`src/rtl/reg12_universal.sv`:
```
// 12-bit universal register: load/hold/inc/dec in one cycle, shift/rotate
// one bit per clock, with a busy/done handshake for back-to-back sequencing.
module reg12_universal #(
  parameter int unsigned WIDTH = 12,
  parameter int unsigned AMT_W = 4
) (
  input  logic             clk,
  input  logic             reset_n,
  input  logic             start,
  input  logic [2:0]       op,
  input  logic [WIDTH-1:0] din,
  input  logic [AMT_W-1:0] sh_amt,
  input  logic             ser_in,
  output logic [WIDTH-1:0] q,
  output logic             carry,
  output logic             busy,
  output logic             done
);

  localparam logic [2:0] OP_HOLD = 3'b000;
  localparam logic [2:0] OP_LOAD = 3'b001;
  localparam logic [2:0] OP_SHL  = 3'b010;
  localparam logic [2:0] OP_SHR  = 3'b011;
  localparam logic [2:0] OP_ROL  = 3'b100;
  localparam logic [2:0] OP_ROR  = 3'b101;
  localparam logic [2:0] OP_INC  = 3'b110;
  localparam logic [2:0] OP_DEC  = 3'b111;

  typedef enum logic [1:0] {
    ST_IDLE = 2'd0,
    ST_RUN  = 2'd1,
    ST_DONE = 2'd2
  } state_t;

  state_t           r_state;
  state_t           w_state_nxt;
  logic [WIDTH-1:0] r_q;
  logic [WIDTH-1:0] w_q_nxt;
  logic             r_carry;
  logic             w_carry_nxt;
  logic [AMT_W-1:0] r_cnt;
  logic [AMT_W-1:0] w_cnt_nxt;
  logic [2:0]       r_op;
  logic [2:0]       w_op_nxt;
  logic             r_busy;
  logic             r_done;

  // State and datapath registers; busy/done registered from the next state.
  always_ff @(posedge clk or negedge reset_n) begin
    if (!reset_n) begin
      r_state <= ST_IDLE;
      r_q     <= '0;
      r_carry <= 1'b0;
      r_cnt   <= '0;
      r_op    <= OP_HOLD;
      r_busy  <= 1'b0;
      r_done  <= 1'b0;
    end else begin
      r_state <= w_state_nxt;
      r_q     <= w_q_nxt;
      r_carry <= w_carry_nxt;
      r_cnt   <= w_cnt_nxt;
      r_op    <= w_op_nxt;
      r_busy  <= (w_state_nxt != ST_IDLE);
      r_done  <= (w_state_nxt == ST_DONE);
    end
  end

  // Next-state and datapath update.
  always_comb begin
    w_state_nxt = r_state;
    w_q_nxt     = r_q;
    w_carry_nxt = r_carry;
    w_cnt_nxt   = r_cnt;
    w_op_nxt    = r_op;
    case (r_state)
      ST_IDLE: begin
        if (start) begin
          w_op_nxt    = op;
          w_carry_nxt = 1'b0;
          w_state_nxt = ST_DONE;
          case (op)
            OP_HOLD: ;
            OP_LOAD: w_q_nxt = din;
            OP_INC: begin
              w_q_nxt     = r_q + WIDTH'(1);
              w_carry_nxt = &r_q;
            end
            OP_DEC: begin
              w_q_nxt     = r_q - WIDTH'(1);
              w_carry_nxt = ~|r_q;
            end
            default: begin
              // Shift/rotate: a zero amount completes immediately with no change.
              if (sh_amt != '0) begin
                w_cnt_nxt   = sh_amt;
                w_state_nxt = ST_RUN;
              end
            end
          endcase
        end
      end
      ST_RUN: begin
        w_cnt_nxt = r_cnt - AMT_W'(1);
        if (r_cnt == AMT_W'(1)) begin
          w_state_nxt = ST_DONE;
        end
        case (r_op)
          OP_SHL: begin
            w_q_nxt     = {r_q[WIDTH-2:0], ser_in};
            w_carry_nxt = r_q[WIDTH-1];
          end
          OP_SHR: begin
            w_q_nxt     = {ser_in, r_q[WIDTH-1:1]};
            w_carry_nxt = r_q[0];
          end
          OP_ROL: begin
            w_q_nxt     = {r_q[WIDTH-2:0], r_q[WIDTH-1]};
            w_carry_nxt = r_q[WIDTH-1];
          end
          OP_ROR: begin
            w_q_nxt     = {r_q[0], r_q[WIDTH-1:1]};
            w_carry_nxt = r_q[0];
          end
          default: ;
        endcase
      end
      ST_DONE: w_state_nxt = ST_IDLE;
      default: w_state_nxt = ST_IDLE;
    endcase
  end

  assign q     = r_q;
  assign carry = r_carry;
  assign busy  = r_busy;
  assign done  = r_done;

endmodule

```
`config.mk`:
```
export PLATFORM = sky130hd
export DESIGN_NAME = reg12_universal
export DESIGN_NICKNAME = d
export VERILOG_FILES = /design/src/rtl/reg12_universal.sv
export SDC_FILE = /design/constraint.sdc
export NUM_CORES = 1
export LEC_CHECK = 0
export ABC_AREA = 1
export CORE_ASPECT_RATIO = 0.6
export CORE_MARGIN = 5
export CORE_UTILIZATION = 49
export DETAILED_ROUTE_END_ITERATION = 8
export PLACE_DENSITY = 0.77
export SYNTH_ARGS = -nofsm -noshare
export SYNTH_HDL_FRONTEND = slang
export SYNTH_SLANG_ARGS = --single-unit
```
`constraint.sdc`:
```
create_clock -name clk -period 1.6 [get_ports clk]
set_input_delay 0.16 -clock clk [delete_from_list [all_inputs] [get_ports clk]]
set_output_delay 0.16 -clock clk [all_outputs]
set_load 0.05 [all_outputs]
```
==> results.md <==
* Status: finished with violations
* Failing checks: negative setup slack
* Critical Path Source: q[1]
* Final setup violation count at 7
* Met1 Wirelength at 3.74 mm
* Synth area leader: dfrtp_1
* Detailed Routing Iterations Pass 1 at 5
* Met3 wire length at 834 um
* Post-synthesis cell area at 2280 um2
* WL/cell at approximately 16 um
* Met2 wire length at 3.58 mm
* Starting Density at 0.501
* Worst hold path class: input pin to asynchronous set/reset pin
* Total die area at 6150 um2
* Drc violations at 0
* Crit path cell chain: inv_2 > nand2_1 > nand2_1 > inv_2 > ha_4 > nor2_4 > nor2_4 > nand2_2 > nand2_4 > xor2_2 > nor2_1 > o21ai_1 > nand2_1 > nand2_1
* Tot GR Track Use at 0.263
* Mapped Avg Cell Area at 6.02 um2
* P per Cell Area at between 1500 and 2000 nW/um2
* Req. time, crit path at 1770 ps
* Startpoint types: flop
* Most frequent cell on the critical path: nand2_1
* CORE AREA at 4540 um2
* Post-synth ARST share at 1.00
* Final HPWL from detailed placement at between 5 and 6 mm
* Die height at 62.8 um
* Vias in the first global route at 2596
* H-tree depth at 1
* Final Hold Slack at 248 ps
* Clock latency at the later pin of the worst-skew pair at 280 ps
* Top-area cell type share of the netlist area at 0.264
* Final slew viol count at 0
* Slowest cell on crit path: dfrtp_2
* Cell row count at 19
* CP max FO at 4
* Crit path max-delay family: simple AND/OR/NAND/NOR gates
* Worst Reg-to-Reg Cells at 14
* Overflow after GRT at 0
* Worst slew pin tran at 388 ps
* Number of max-cap violations at 0
* Critical path arrival at 1890 ps
* Leakage at 0.00172 uW
* Worst path max stage delay at 450 ps
* R2r setup slk at -120 ps
* Unrepaired setup endpoints after global routing: true
* CTS tree: yes
* Largest net degree at the start of global routing at 25
* Rel. slew slack at 0.738
* Min Clock Period, post-route at 1720 ps
* Top sig layer: met4
* Period utilization at 1.08
* Clock transition at path regs at 100 ps
* Area Growth Syn to Fin at 48.5%
* Post-route setup slack at -122 ps
* Final Net Count at 495
* Routed Antenna Nets at 0
* Ports at 38
* Synth Warn # at 0
* Total CTS buffers at 3
* Critical path class: flop to flop
* Cell variety after synth at 32
* Worst Setup End Kind: flop
* DRT iter0 DRCs at around 270
* Leading cell type in the layout, fill and taps excluded: nand2_1
* Clock buffer depth at 2
* Fraction of final layout cells sized beyond drive strength 1 at 0.350
* Final setup skew at 8.57 ps
* WP buf/inv at 2
* Routed vias/inst at between 5 and 6
* Seq/Total Area, Yosys at 0.264
* WL final at 8.27 mm
* Worst reg2reg startpoint: q[1]
* Die W at roughly 98 um
* Root buffer cell: clkbuf_8
* Synth Instances at 378
* N_diodes at 0
* Max IR drop VDD at ~1.2 mV
* Yosys reg bits at 24
* Clock Sinks at 24
* Via count at 2959
* Max Fclk at 581 MHz
* Most frequent cells in the layout: nand2_1, buf_4, nor2_1
* Routability cong. at around 0.96
* Top cells by area, synth: dfrtp_1, nand2_1, nor2_1, inv_1, o21ai_0
* Critical path depth at 14
* Setup TNS at -475 ps
* Number of flops mapped to enable cells by yosys at 0
* Global-route wire length before repair at 13.1 mm
* Syn nets at 404
* Final Hold Viols at 0
* Initial antenna violation count at 0
* Top FF cell, synth: dfrtp_1
* IO Port Bufs at 37
-- through the flow --
stage / cells / total power, uW / setup slack [ps] / util / area (um2)
2_1_floorplan: 378 / 3260 / -104 / - / 2330
3_3_place_gp: 516 / 4530 / -590 / 0.671 / 3050
3_5_place_dp: 516 / 4580 / -649 / 0.671 / 3050
4_1_cts: 525 / 5180 / -36.8 / 0.702 / 3190
5_1_grt: 531 / 5990 / -216 / 0.744 / 3380
6_report: 531 / 5610 / -122 / 0.744 / 3380
-- repair_timing --
action	in CTS	in global routing
gates resized for setup	26	37
hold endpoints to repair	0	0
endpoints found under the setup margin	14	15
cloned	1	0
pin swaps	10	18
setup buffers	4	6
hold buffers	0	0
-- layout make-up --
class                           count  area [um2]
Inverter                           51         191
Fill cell                         353        1160
Clock buffer                        4        55.1
Sequential cell                    24         614
Timing Repair Buffer              104         855
Tap cell                           63        78.8
Multi-Input combinational cell    285        1590
-- synth_stat cells (7+ instances only) --
cell	count
nand2_2	9
inv_1	44
o21ai_0	33
a21oi_1	15
dfrtp_1	24
nand3_1	23
nand4_1	8
inv_2	7
nor2_1	49
clkbuf_1	9
nand2_1	104
-- flip-flops by register name (all words and copies together) (netlist names) --
name and flops:
r_cnt 4, busy 1, r_op 3, r_state 2, done 1, q 12, carry 1
-- cells by family (layout without fill, tap and decap cells) --
kind of cell    count (synthesis)  after routing  synth area share
flops                          24             24             0.264
simple gates                  206            206             0.394
compound gates                 72             72             0.180
xor+xnor                        4              4            0.0154
fa+ha+maj                       3              3            0.0165
buf+inv                        69            159             0.131
-- per-layer routing --
layer,up-vias,global-route usage
met2,170,0.395
met1,1367,0.385
li1,1408,-
met3,14,0.0635
met4,0,0.0449
met5,-,0
-- worst paths after layout --
kind                       endpoint
max                            q[4]
min                            done
max in group asynchronous      q[3]
min reg2reg                   carry
max reg2reg                    q[4]
min in group clk            r_op[1]
-- power by group --
part	switching [uW]	internal, uW	total [uW]	leakage [uW]
registers	396	863	1260	0.000275
logic	2370	1550	3920	0.00142
clock network	217	220	437	0.0000288
total	2980	2640	5610	0.00172
No activity file was read; power rests on OpenSTA's default activity.
